`config.mk`:
```
export PLATFORM = sky130hd
export DESIGN_NAME = mux_8_rr_arbiter
export DESIGN_NICKNAME = d
export VERILOG_FILES = /design/src/rtl/mux_8_rr_arbiter_pkg.sv /design/src/rtl/mux_8_rr_arbiter_rr_priority_enc_8.sv /design/src/rtl/mux_8_rr_arbiter.sv
export SDC_FILE = /design/constraint.sdc
export NUM_CORES = 1
export LEC_CHECK = 0
export BUFFER_PORTS_ARGS = -buffer_cell sky130_fd_sc_hd__buf_2
export CAP_MARGIN = 5
export CORE_MARGIN = 5
export CORE_UTILIZATION = 48
export CTS_CLUSTER_SIZE = 40
export DETAILED_ROUTE_END_ITERATION = 7
export GPL_TIMING_DRIVEN = 0
export PLACE_DENSITY = 0.82
export SLEW_MARGIN = 20
export SYNTH_ARGS = -nofsm -noshare
export SYNTH_HDL_FRONTEND = slang
export SYNTH_HIERARCHICAL = 1
export SYNTH_SLANG_ARGS = --single-unit
```
`constraint.sdc`:
```
create_clock -name i_clk -period 7.75 [get_ports i_clk]
set_input_delay 1.55 -clock i_clk [delete_from_list [all_inputs] [get_ports i_clk]]
set_output_delay 1.55 -clock i_clk [all_outputs]
set_load 0.01 [all_outputs]
```
`src/rtl/mux_8_rr_arbiter_pkg.sv`:
```
// Shared constants, state encoding and helpers for the 8-way round-robin packet arbiter.
package mux_8_rr_arbiter_pkg;

  localparam int NUM_REQ   = 8;
  localparam int SEL_WIDTH = 3;

  typedef enum logic {
    ST_IDLE  = 1'b0,
    ST_GRANT = 1'b1
  } state_t;

  function automatic logic [NUM_REQ-1:0] sel_to_onehot(input logic [SEL_WIDTH-1:0] sel);
    sel_to_onehot = {{(NUM_REQ-1){1'b0}}, 1'b1} << sel;
  endfunction

endpackage

```
`src/rtl/mux_8_rr_arbiter_rr_priority_enc_8.sv`:
```
// Rotating priority encoder: first set request bit at or above ptr, wrapping modulo 8.
module rr_priority_enc_8
  import mux_8_rr_arbiter_pkg::*;
(
  input  logic [NUM_REQ-1:0]   req,
  input  logic [SEL_WIDTH-1:0] ptr,
  output logic                 found,
  output logic [SEL_WIDTH-1:0] idx
);

  logic [SEL_WIDTH-1:0] cand;

  // Scan from ptr upward; the 3-bit add wraps naturally past requester 7.
  always_comb begin
    found = 1'b0;
    idx   = {SEL_WIDTH{1'b0}};
    cand  = {SEL_WIDTH{1'b0}};
    for (int k = 0; k < NUM_REQ; k++) begin
      cand = ptr + SEL_WIDTH'(k);
      if (!found && req[cand]) begin
        found = 1'b1;
        idx   = cand;
      end else begin
        found = found;
      end
    end
  end

endmodule

```
`src/rtl/mux_8_rr_arbiter.sv`:
```
// Round-robin packet arbiter driving the select of an external 8:1 TX datapath mux.
// Grants are held for a whole packet, optionally cut short after MAX_BURST beats.
module mux_8_rr_arbiter
  import mux_8_rr_arbiter_pkg::*;
#(
  parameter int MAX_BURST = 0,
  parameter int CNT_WIDTH = 8
) (
  input  logic                 i_clk,
  input  logic                 i_arst,
  input  logic [NUM_REQ-1:0]   i_req,
  input  logic [NUM_REQ-1:0]   i_last,
  output logic [NUM_REQ-1:0]   o_ack,
  output logic [SEL_WIDTH-1:0] o_sel,
  output logic [NUM_REQ-1:0]   o_grant,
  output logic                 o_valid,
  output logic                 o_last,
  input  logic                 i_ready,
  output logic                 o_busy
);

  localparam logic                 FORCE_EN = (MAX_BURST != 0);
  localparam logic [CNT_WIDTH-1:0] FORCE_AT = (MAX_BURST == 0) ? {CNT_WIDTH{1'b0}}
                                                               : CNT_WIDTH'(MAX_BURST - 1);

  state_t               state;
  logic [SEL_WIDTH-1:0] ptr;
  logic [CNT_WIDTH-1:0] beat_cnt;
  logic                 found;
  logic [SEL_WIDTH-1:0] win_idx;
  logic                 force_rel;
  logic                 beat;

  rr_priority_enc_8 u_prio (
    .req   (i_req),
    .ptr   (ptr),
    .found (found),
    .idx   (win_idx)
  );

  assign force_rel = FORCE_EN && (beat_cnt == FORCE_AT);
  assign o_busy    = (state == ST_GRANT);
  assign beat      = o_valid & i_ready;

  // Downstream handshake is a pure mux of the granted source's lines.
  always_comb begin
    o_valid = 1'b0;
    o_last  = 1'b0;
    o_ack   = {NUM_REQ{1'b0}};
    if (state == ST_GRANT) begin
      o_valid = i_req[o_sel];
      o_last  = i_last[o_sel] | force_rel;
      o_ack   = sel_to_onehot(o_sel) & {NUM_REQ{i_ready}};
    end else begin
      o_valid = 1'b0;
      o_last  = 1'b0;
      o_ack   = {NUM_REQ{1'b0}};
    end
  end

  // Arbitration FSM; o_sel deliberately keeps its value through IDLE.
  always_ff @(posedge i_clk or posedge i_arst) begin
    if (i_arst) begin
      state    <= ST_IDLE;
      o_sel    <= {SEL_WIDTH{1'b0}};
      o_grant  <= {NUM_REQ{1'b0}};
      ptr      <= {SEL_WIDTH{1'b0}};
      beat_cnt <= {CNT_WIDTH{1'b0}};
    end else begin
      case (state)
        ST_IDLE: begin
          if (found) begin
            state    <= ST_GRANT;
            o_sel    <= win_idx;
            o_grant  <= sel_to_onehot(win_idx);
            beat_cnt <= {CNT_WIDTH{1'b0}};
          end else begin
            state <= ST_IDLE;
          end
        end
        ST_GRANT: begin
          if (beat && o_last) begin
            state    <= ST_IDLE;
            ptr      <= o_sel + SEL_WIDTH'(1);
            beat_cnt <= {CNT_WIDTH{1'b0}};
            o_grant  <= {NUM_REQ{1'b0}};
          end else if (beat) begin
            beat_cnt <= beat_cnt + CNT_WIDTH'(1);
          end else begin
            beat_cnt <= beat_cnt;
          end
        end
        default: begin
          state    <= ST_IDLE;
          o_grant  <= {NUM_REQ{1'b0}};
          beat_cnt <= {CNT_WIDTH{1'b0}};
        end
      endcase
    end
  end

endmodule
```
==> results of run 1 <==
==> area by class of cell <==
cell class | instances | share of cell area, %
clock buffer | 3 | 1.76
tap | 50 | 2.67
inverter | 13 | 2.08
clock inverter | 1 | 0.213
multi-input combinational | 164 | 64.4
buffer | 14 | 4.32
sequential | 15 | 16.0
timing repair buffer | 40 | 8.53
==> registers in the layout, indices dropped and copies added (netlist names) <==
register  cells
o_grant       8
o_sel         3
ptr           3
o_busy        1
==> Yosys cell counts (all sizes together) (2+ instances only) <==
cell | n | share of area [%]
a21o | 2 | 0.74
and3 | 13 | 4.1
xor2 | 2 | 0.86
a22oi | 3 | 1.1
and2 | 2 | 0.68
mux2 | 12 | 7.2
a21oi | 8 | 2.0
mux4 | 17 | 20
mux2i | 11 | 6.0
a31oi | 2 | 0.61
ha | 8 | 4.9
nand2 | 14 | 2.6
o311a | 2 | 0.98
nand2b | 4 | 1.2
nor2 | 13 | 2.4
a2111oi | 2 | 0.86
a31o | 8 | 3.4
o21a | 2 | 0.74
nor2b | 4 | 1.2
clkbuf | 3 | 0.55
nand3 | 2 | 0.49
nor3 | 6 | 1.7
buf | 11 | 4.4
o21ai | 8 | 2.1
inv | 13 | 2.4
nor4 | 5 | 1.5
dfrtp | 15 | 18
==> layer usage <==
layer  up-vias  share of wire (%)  GRT usage [%]
met1       899                 43           25.9
met4         0               0.18           3.88
met3         2                7.6           1.60
li1        887                  -              -
met2        81                 49           32.2
met5         -                  0              0
==> cell usage in the layout, fill, tap and decap left out, types with 4 or more instances in the layout <==
cell type,instances
buf_2,46
a21oi_1,8
inv_1,12
o21ai_0,6
dfrtp_1,15
mux4_1,5
nor2_1,13
and3_1,12
mux4_2,12
nor4_1,5
mux2i_1,10
nor3_1,5
a31o_1,8
nor2b_1,4
nand2_1,14
ha_1,8
nand2b_1,4
buf_6,4
mux2_2,7
==> logic make-up after synthesis <==
| logic type | after synthesis |
|---|---|
| compound gates | 48 |
| xor+xnor | 3 |
| fa+ha+maj | 8 |
| buf+inv | 27 |
| flops | 15 |
| mux | 40 |
| simple gates | 65 |
==> critical path: cells and delay by family <==
| family | cells | cell delay, ns |
|---|---|---|
| AND/OR/NAND/NOR | 1 | 0.19 |
| buffers and inverters | 2 | 0.22 |
| multiplexers | 2 | 0.74 |
==> power by group through the flow <==
stage | clock [mW] | combinational [mW] | sequential, mW
global placement | 0 | 0.937 | 0.144
finish | 0.0621 | 0.976 | 0.145
CTS | 0.0635 | 0.968 | 0.145
floorplan | 0 | 0.754 | 0.150
detailed placement | 0 | 0.957 | 0.146
global route | 0.0681 | 1.06 | 0.150
==> final timing paths <==
check                      startpoint         end  slack [ns]  cells after the start
min reg2reg                o_grant[2]  o_grant[2]        0.50                      1
min in group asynchronous      i_arst  o_grant[5]        1.35                      2
min                        o_grant[2]  o_grant[2]        0.50                      1
max in group asynchronous      i_arst  o_grant[3]        6.04                      2
max reg2reg                    ptr[1]    o_sel[1]        3.51                     14
max                         i_last[7]      o_last        3.50                      5
==> stage by stage <==
step	instance area (µm²)	std cells	setup slack [ns]	utilization, %
final	2350	300	3.50	57.8
after global routing	2350	300	3.26	57.8
after CTS	2350	300	3.50	57.8
after detailed placement	2300	296	3.40	56.7
after global placement	2300	296	3.42	56.7
after floorplan	2040	206	3.71	-
==> run summary, run 1 <==
Final GP Congestion: 0.937
startpoint types: primary input
CTS tree: yes
n_diodes: 0
Switch Pwr: 0.596 mW
Yosys cell types: 53
predominant post-synthesis flop cell: dfrtp_1
H-tree levels: 1
max-slew violations: 0
mux contribution to synthesized area: 32.9%
PortBufs: 40
min Tclk post-route: 4.25 ns
num ports: 41
core area: 4060 µm²
PostCTS Resize Cnt: 0
Layout area overhead: 15.2%
die area: 5650 µm²
CP Class: in2out
net count after synthesis: 233
DIE HEIGHT: 75.1 µm
fin crit share: 54.9%
largest net degree at the start of global routing: 16
clock buffer count from CTS: 3
xor and xnor fraction of the mapped netlist area: 1.29%
Synth Area per Inst: 9.89 µm²
Die Wd: 75.1 µm
synth warn: 6
initial antenna violation count: 0
Tightest Hold Check Type: reg2reg
Leak: 1.10 nW
Post-synth EDFFs: 0
Seq pwr share: 12.3%
Rows: 23
total negative slack: 0 ns
worst-path maximum fanout: 2
layout cells sized above 1: 34.8%
DRC: 0
Req. time, crit path: 6.20 ns
switching share of total power: 50.3%
final setup violation count: 0
clock share of power: 5.2%
routed len/inst: 16.9 µm
fraction of registers with async set/reset: 100%
Total Nets Final: 278
First DRT Iteration DRCs: 135
Post-Synth Adder-Cell Area: 4.91%
Max clock buf depth: 2
maximum vdd ir drop: 0.236 mV
Seq/Total Area, Yosys: 18.4%
Antenna Nets Post-Route: 0
total area of sequential cells: 375 µm²
Design Power: 1.18 mW
max frequency: 235 MHz
Synth Register Bits: 15
largest family of logic cells by synthesized area: multiplexers
aggregate global-route resource usage: 18.7%
Cell Area, Synth: 2040 µm²
slowest stage cell, crit path: mux4_2
vias per cell: 6.23
Syn Inst Count: 206
Final Hold Viols: 0
Sink Count: 15
clk_lat worst skew: 0.24 ns
count of hold-fix buffers inserted at cts: 0
fillers: 351
CP cell instances: buf_2 > mux4_2 > mux2_4 > and2_2 > buf_2
crit path DAT: 2.70 ns
Hold WS: 0.499 ns
first drt pass iteration count: 4
setup repair bufs after CTS: 0
clk root buf: clkbuf_8
area of the multi-input gates: 1510 µm²
Post-Synth Simple-Gate Area: 17.3%
crit-path max cell delay: 0.44 ns
Internal Pwr Total: 0.588 mW
Final Skew: 0.000564 ns
initial core utilization: 50.2%
Slew headroom: 61.1%
max-cap viol count: 0
clock slew at reported path FFs: 0.06 ns
pwr/cell area: 504 nW/µm²
worst slew pin tran: 0.581 ns
RSZ-0062 raised after global routing: no
status: finished, final reports clean
CP Capture Type: output pin
DP HPWL: 3700 µm
total gr overflow: 0
total number of vias: 1869
Gate power share: 82.5%
Post-Route WL: 5070 µm
vias in the first global route: 1827
Synth Area in Compound Gates: 17.8%
first-pass GRT wire length: 8490 µm
Most common cell on crit path: buf_2
(Power assumes the default switching activity.)
==> run 2: changes to the inputs <==
--- a/config.mk
+++ b/config.mk
@@ -12,7 +12,7 @@
 export CTS_CLUSTER_SIZE = 40
 export DETAILED_ROUTE_END_ITERATION = 7
 export GPL_TIMING_DRIVEN = 0
-export PLACE_DENSITY = 0.82
+export PLACE_DENSITY = 0.85
 export SLEW_MARGIN = 20
 export SYNTH_ARGS = -nofsm -noshare
 export SYNTH_HDL_FRONTEND = slang
==> constraint.sdc (replaced) <==
create_clock -name i_clk -period 3.5 [get_ports i_clk]
set_input_delay 0.7 -clock i_clk [delete_from_list [all_inputs] [get_ports i_clk]]
set_output_delay 0.7 -clock i_clk [all_outputs]
set_load 0.01 [all_outputs]
==> run 2 against run 1 <==
  * Cell count up 5.3%
  * Sequential share of layout area down 1.6 points
  * Largest cell class unchanged
  * Register-to-register slack worse by 3.4 ns
  * Wire length up 14%
  * Via count up 7.2%
  * Worst hold slack worse by 0.013 ns
  * Critical endpoint is now o_grant[0]
  * Clock skew about the same
  * Critical path depth up 8
  * Die area unchanged
==> run summary, run 2 (same netlist as run 1, synthesis figures left out) <==
Placement Cell Area: 2310 µm² (was 2300 µm²)
First DRT Iteration DRCs: 207 (was 135)
Final GP Congestion: 0.946 (was 0.937)
crit-path max cell delay: 0.59 ns (was 0.44 ns)
layout cells sized above 1: 45.1% (was 34.8%)
Total Nets Final: 294 (was 278)
num ports: 41 (unchanged)
routed len/inst: 18.3 µm (was 16.9 µm)
final setup violation count: 0 (unchanged)
first-pass GRT wire length: 9390 µm (was 8490 µm)
Slew headroom: 63.1% (was 61.1%)
CTS tree: yes (unchanged)
Req. time, crit path: 3.64 ns (was 6.20 ns)
Final Hold Viols: 0 (unchanged)
Sink Count: 15 (unchanged)
Final Skew: 0.000609 ns (was 0.000564 ns)
fin crit share: 96.5%
final instance area: 2620 µm² (was 2350 µm²)
clock slew at reported path FFs: 0.06 ns (about the same)
total number of vias: 2003 (was 1869)
clock buffer count from CTS: 3 (unchanged)
Rows: 23 (unchanged)
flop2flop setup slack: 0.12 ns (was 3.51 ns)
slowest stage cell, crit path: mux4_2 (unchanged)
max frequency: 296 MHz
CP Capture Type: flip-flop (was output pin)
total gr overflow: 0 (unchanged)
initial antenna violation count: 0 (unchanged)
vias in the first global route: 2037 (was 1827)
startpoint types: flip-flop (was primary input)
core area: 4060 µm² (unchanged)
status: finished, final reports clean (unchanged)
Non-Filler Instances: 316 (was 300)
Util after Layout: 64.4% (was 57.8%)
r2r endpoint: o_grant[0] (was o_sel[1])
Die Wd: 75.1 µm (unchanged)
max-cap viol count: 0 (unchanged)
DRC: 0 (unchanged)
crit path DAT: 3.52 ns (was 2.70 ns)
DIE HEIGHT: 75.1 µm (unchanged)
worst-path maximum fanout: 8 (was 2)
Post-Route WL: 5790 µm (was 5070 µm)
worst slew pin tran: 0.553 ns (was 0.581 ns)
CP cell instances: buf_6 > inv_2 > ha_4 > mux4_2 > mux2_4 > or2_4 > nor3_4 > buf_6 > nand2_1 > o21ai_4 > buf_6 > nor4_1 > a31o_1 (was buf_2 > mux4_2 > mux2_4 > and2_2 > buf_2)
Layout area overhead: 28.4% (was 15.2%)
PortBufs: 40 (unchanged)
number of flip-flops under the largest register name: 8 (unchanged)
die area: 5650 µm² (unchanged)
commonest non-fill, non-tap cell in the layout: buf_2 (unchanged)
Hold WS: 0.486 ns (was 0.499 ns)
Top Registers: o_grant x8, o_sel x3, ptr x3 (unchanged)
worst r2r src: ptr[0] (was ptr[1])
DP Cell Count: 296 (unchanged)
Max clock buf depth: 2 (unchanged)
count of hold-fix buffers inserted at cts: 0 (unchanged)
vias per cell: 6.34 (was 6.23)
initial core utilization: 50.2% (unchanged)
clk root buf: clkbuf_8 (unchanged)
Most common cell on crit path: buf_6 (was buf_2)
clk_lat worst skew: 0.25 ns (was 0.24 ns)
CP Class: reg2reg (was in2out)
R2R depth: 13 (was 14)
Antenna Nets Post-Route: 0 (unchanged)
Critical Path Sink: o_grant[0] (was o_last)
first drt pass iteration count: 4 (unchanged)
CP startpoint: ptr[0] (was i_last[7])
Reg with most FFs: o_grant (unchanged)
min Tclk post-route: 3.38 ns
n_diodes: 0 (unchanged)
largest net degree at the start of global routing: 16 (unchanged)
H-tree levels: 1 (unchanged)
Tightest Hold Check Type: in2async (was reg2reg)
most frequent cells in the layout: buf_2 (44), buf_4 (16), dfrtp_1 (15) (was buf_2 (46), dfrtp_1 (15), nand2_1 (14))
RSZ-0062 raised after global routing: no (unchanged)
aggregate global-route resource usage: 21.1% (was 18.7%)
max-slew violations: 0 (unchanged)
DP HPWL: 3910 µm (was 3700 µm)
[run 2: worst min-delay path by stage]
stage,startpoint,endpoint,slack (ns),depth (start not counted)
2_1_floorplan,ptr[1],ptr[1],0.49,1
3_3_place_gp,o_grant[2],o_grant[2],0.48,1
3_5_place_dp,o_grant[3],o_grant[3],0.49,1
4_1_cts,i_arst,o_grant[1],0.50,2
5_1_grt,o_grant[4],o_grant[4],0.53,1
6_report,i_arst,o_grant[1],0.49,2
[run 2: repair_timing]
action / in CTS / in global routing
endpoints found under the setup margin: 12 / 11
setup buffers: 4 / 14
pin swaps: 4 / 8
gates resized for setup: 18 / 13
[run 2: critical path: cells and delay by family (launching register included)]
kind / cells / cell delay [ns]
mux: 2 / 0.91
simple gates: 4 / 0.70
compound gates: 2 / 0.40
buf+inv: 4 / 0.53
fa+ha+maj: 1 / 0.32
flops: 1 / 0.40
[run 2: through the flow]
stage	setup TNS [ns]	worst slack, ns
2_1_floorplan	0	0.0110
3_3_place_gp	-3.61	-0.398
3_5_place_dp	-4.76	-0.523
4_1_cts	-0.00494	-0.00494
5_1_grt	0	0.00355
6_report	0	0.123
[run 2: final cells by class]
type	count	area, µm²
clock inverters	1	5.00
clock buffers	3	41.3
flip-flops and latches	15	375
repair buffers	58	343
well taps	50	62.6
inverters	13	52.6
multi-input cells	164	1640
plain buffers	12	98.8
fillers	315	1440
[run 2: per-layer routing]
layer	track usage [%]	part of all wire, %	wire, µm
met3	1.87	6.9	400
met2	36.0	50	2920
met4	8.54	2.5	142
met5	0	0	0
met1	27.5	40	2330
Power of run 2 is not shown: default switching activity piles up to over one toggle a cycle in this logic, so the estimate is an artifact.
==> run 3: changes to the inputs <==
--- a/config.mk
+++ b/config.mk
@@ -5,6 +5,7 @@
 export SDC_FILE = /design/constraint.sdc
 export NUM_CORES = 1
 export LEC_CHECK = 0
+export ABC_AREA = 1
 export BUFFER_PORTS_ARGS = -buffer_cell sky130_fd_sc_hd__buf_2
 export CAP_MARGIN = 5
 export CORE_MARGIN = 5
@@ -13,7 +14,7 @@
 export DETAILED_ROUTE_END_ITERATION = 7
 export GPL_TIMING_DRIVEN = 0
 export PLACE_DENSITY = 0.85
-export SLEW_MARGIN = 20
+export SLEW_MARGIN = 10
 export SYNTH_ARGS = -nofsm -noshare
 export SYNTH_HDL_FRONTEND = slang
 export SYNTH_HIERARCHICAL = 1
==> run 3 against run 2 <==
  * Global-route usage fell by 3.9 points
  * Area after synthesis shrank 5.0%
  * Critical path depth grew 3
  * Flip-flop and latch count stayed put
  * Setup slack better by 0.48 ns
  * Design area decreased by 14%
  * Count of clock-buffer cells in the layout increased by 1
  * Register-to-register slack better by 0.48 ns
  * Maximum frequency rose by 16%
  * Critical endpoint is now o_sel[2]
==> run summary, run 3 <==
mux contribution to synthesized area: 0% (was 32.9%)
H-tree levels: 1 (unchanged)
clock buffer count from CTS: 3 (unchanged)
total gr overflow: 0 (unchanged)
First DRT Iteration DRCs: 103 (was 207)
net count after synthesis: 317 (was 233)
Yosys cell types: 28 (was 53)
first-pass GRT wire length: 7550 µm (was 9390 µm)
core area: 3940 µm² (was 4060 µm²)
startpoint types: flip-flop (unchanged)
crit-path max cell delay: 0.42 ns (was 0.59 ns)
max-slew violations: 0 (unchanged)
slowest stage cell, crit path: ha_1 (was mux4_2)
worst-path maximum fanout: 10 (was 8)
most frequent cells in the layout: nand2_1 (93), buf_2 (41), inv_1 (37) (was buf_2 (44), buf_4 (16), dfrtp_1 (15))
num ports: 41 (unchanged)
pwr/cell area: 1010 nW/µm²
commonest non-fill, non-tap cell in the layout: nand2_1 (was buf_2)
CP bufs+invs: 5 (was 4)
Top Registers: o_grant x8, o_sel x3, ptr x3 (unchanged)
cells taking the most area after synthesis: dfrtp_1 (19%), nand2_1 (18%), nand3_2 (9.3%), nand3_1 (9.0%), inv_1 (7.2%) (was dfrtp_1 (18%), mux4_2 (13%), mux4_1 (6.4%), ha_1 (4.9%), mux2i_1 (4.9%))
die area: 5400 µm² (was 5650 µm²)
Synth Area in Compound Gates: 4.27% (was 17.8%)
Layout area overhead: 15.9% (was 28.4%)
Most common cell on crit path: nand2_1 (was buf_6)
total number of vias: 1959 (was 2003)
Final Hold Viols: 0 (unchanged)
Cell Area, Synth: 1940 µm² (was 2040 µm²)
clock slew at reported path FFs: 0.06 ns (about the same)
Rows: 23 (unchanged)
post-synth top area share: 19.4% (was 18.4%)
maximum vdd ir drop: 0.480 mV
CTS tree: yes (unchanged)
Design Power: 2.27 mW
Total Nets Final: 362 (was 294)
DRC: 0 (unchanged)
total negative slack: 0 ns (unchanged)
min Tclk post-route: 2.90 ns (was 3.38 ns)
Post-Synth Adder-Cell Area: 5.17% (was 4.91%)
Internal Pwr Total: 0.927 mW
Seq/Total Area, Yosys: 19.4% (was 18.4%)
first drt pass iteration count: 4 (unchanged)
aggregate global-route resource usage: 17.1% (was 21.1%)
clk root buf: clkbuf_8 (unchanged)
routed len/inst: 11.7 µm (was 18.3 µm)
Reg with most FFs: o_grant (unchanged)
Leak: 1.29 nW
max-cap viol count: 0 (unchanged)
PostCTS Resize Cnt: 0 (was 18)
Max clock buf depth: 2 (unchanged)
setup repair bufs after CTS: 0 (was 4)
Tightest Hold Check Type: in2async (unchanged)
Final Skew: 0.000522 ns (was 0.000609 ns)
Antenna Nets Post-Route: 0 (unchanged)
max frequency: 345 MHz (was 296 MHz)
Gate power share: 81.1%
initial antenna violation count: 0 (unchanged)
pre-CTS WS: 0.631 ns (was -0.523 ns)
n_diodes: 0 (unchanged)
status: finished, final reports clean (unchanged)
fraction of registers with async set/reset: 100% (unchanged)
fin crit share: 82.9% (was 96.5%)
switching share of total power: 59.1%
PortBufs: 40 (unchanged)
Switch Pwr: 1.34 mW
Post-synth EDFFs: 0 (unchanged)
DP HPWL: 3660 µm (was 3910 µm)
synth cell count leaders: nand2_1 (93), inv_1 (37), nand3_1 (35), nand3_2 (18), nor2_1 (18) (was dfrtp_1 (15), nand2_1 (14), nor2_1 (13))
Slew headroom: 62.8% (was 63.1%)
Worst path top cell family by delay: simple AND/OR/NAND/NOR gates (was multiplexers)
CP Capture Type: flip-flop (unchanged)
clk_lat worst skew: 0.25 ns (about the same)
Sink Count: 15 (unchanged)
Seq pwr share: 12.7%
largest family of logic cells by synthesized area: simple AND/OR/NAND/NOR gates (was multiplexers)
Synth Area per Inst: 6.67 µm² (was 9.89 µm²)
fillers: 355 (was 315)
Post-Route WL: 4480 µm (was 5790 µm)
vias per cell: 5.10 (was 6.34)
final instance area: 2240 µm² (was 2620 µm²)
DIE HEIGHT: 73.5 µm (was 75.1 µm)
Synth Register Bits: 15 (unchanged)
Placement Cell Area: 2200 µm² (was 2310 µm²)
Final WS setup: 0.600 ns (was 0.123 ns)
CP Class: reg2reg (unchanged)
vias in the first global route: 1822 (was 2037)
xor and xnor fraction of the mapped netlist area: 2.33% (was 1.29%)
Syn Inst Count: 290 (was 206)
synth warn: 6 (unchanged)
Final GP Congestion: 0.947 (was 0.946)
number of flip-flops under the largest register name: 8 (unchanged)
final setup violation count: 0 (unchanged)
clock share of power: 6.2%
predominant post-synthesis flop cell: dfrtp_1 (unchanged)
CP cell instances: buf_6 > inv_4 > buf_12 > ha_1 > inv_2 > nand3_1 > nand2_1 > nor2_1 > nor2_4 > nand4_4 > nor2_4 > nand3b_1 > nand2_1 > buf_2 > nand2_1 > o21ai_0 (was buf_6 > inv_2 > ha_4 > mux4_2 > mux2_4 > or2_4 > nor3_4 > buf_6 > nand2_1 > o21ai_4 > buf_6 > nor4_1 > a31o_1)
worst slew pin tran: 0.557 ns (was 0.553 ns)
Hold WS: 0.489 ns (was 0.486 ns)
crit path DAT: 3.07 ns (was 3.52 ns)
CP startpoint: ptr[0] (unchanged)
count of hold-fix buffers inserted at cts: 0 (unchanged)
RSZ-0062 raised after global routing: no (unchanged)
worst r2r src: ptr[0] (unchanged)
layout cells sized above 1: 31.1% (was 45.1%)
area leader, netlist: dfrtp_1 (unchanged)
largest net degree at the start of global routing: 16 (unchanged)
Req. time, crit path: 3.67 ns (was 3.64 ns)
initial core utilization: 49.1% (was 50.2%)
Post-Synth Simple-Gate Area: 56.0% (was 17.3%)
count leader, synth: nand2_1 (was dfrtp_1)
Die Wd: 73.5 µm (was 75.1 µm)
[run 3: changes by cell type in the layout (fill, tap and decap cells not counted), sizes merged, moves of 13 or more]
| cell | before | now |
|---|---|---|
| nand2 | 14 | 110 |
| inv | 12 | 44 |
| mux4 | 17 | 0 |
| nand3 | 2 | 55 |
| buf | 67 | 47 |
| and3 | 13 | 0 |
[run 3: metrics by stage]
stage | utilization (%) | std cells
floorplan | - | 290
detailed placement | 55.8 | 380
finish | 56.9 | 384
CTS | 56.9 | 384
global placement | 55.8 | 380
global route | 56.9 | 384
[run 3: kinds of logic (layout without fill, tap and decap cells)]
logic type	after synthesis	in the layout
compound gates	13	13
fa+ha+maj	8	8
flops	15	15
xor+xnor	3	3
buf+inv	51	95
simple gates	200	200
[run 3: worst paths after layout]
check                              to  slack, ns  depth (start not counted)
max in group asynchronous      ptr[1]       2.64                          2
setup / recovery             o_sel[2]       0.60                         16
hold reg to reg            o_grant[7]       0.50                          2
hold / removal             o_grant[0]       0.49                          2
min in group i_clk         o_grant[7]       0.50                          2
setup reg to reg             o_sel[2]       0.60                         16
[run 3: power groups by stage]
stage	logic, mW	clock network [mW]	registers, mW
4_1_cts	1.83	0.142	0.287
3_3_place_gp	1.77	0	0.288
2_1_floorplan	1.44	0	0.299
6_report	1.84	0.140	0.287
3_5_place_dp	1.82	0	0.290
5_1_grt	2.06	0.150	0.296
[run 3: cell type report]
class                           instances  area [µm²]  share of cell area, %
Buffer                                  7        81.3                   3.63
Timing Repair Buffer                   40         200                   8.92
Multi-Input combinational cell        224        1310                   58.4
Inverter                               44         168                   7.47
Sequential cell                        15         375                   16.7
Clock buffer                            4        45.0                   2.01
Tap cell                               50        62.6                   2.79
[run 3: worst reg2reg max path: cells and delay by family (launching register included)]
family,cells,cell delay (ns)
buf+inv,5,0.81
compound gates,1,0.08
fa+ha+maj,1,0.43
flops,1,0.39
simple gates,9,1.14
[run 3: routing by layer]
metal	wire [µm]	global-route usage, %	vias up
met5	0	0	-
met1	1930	21.8	900
met2	2310	31.7	58
met4	30	3.02	0
li1	-	-	999
met3	212	1.23	2
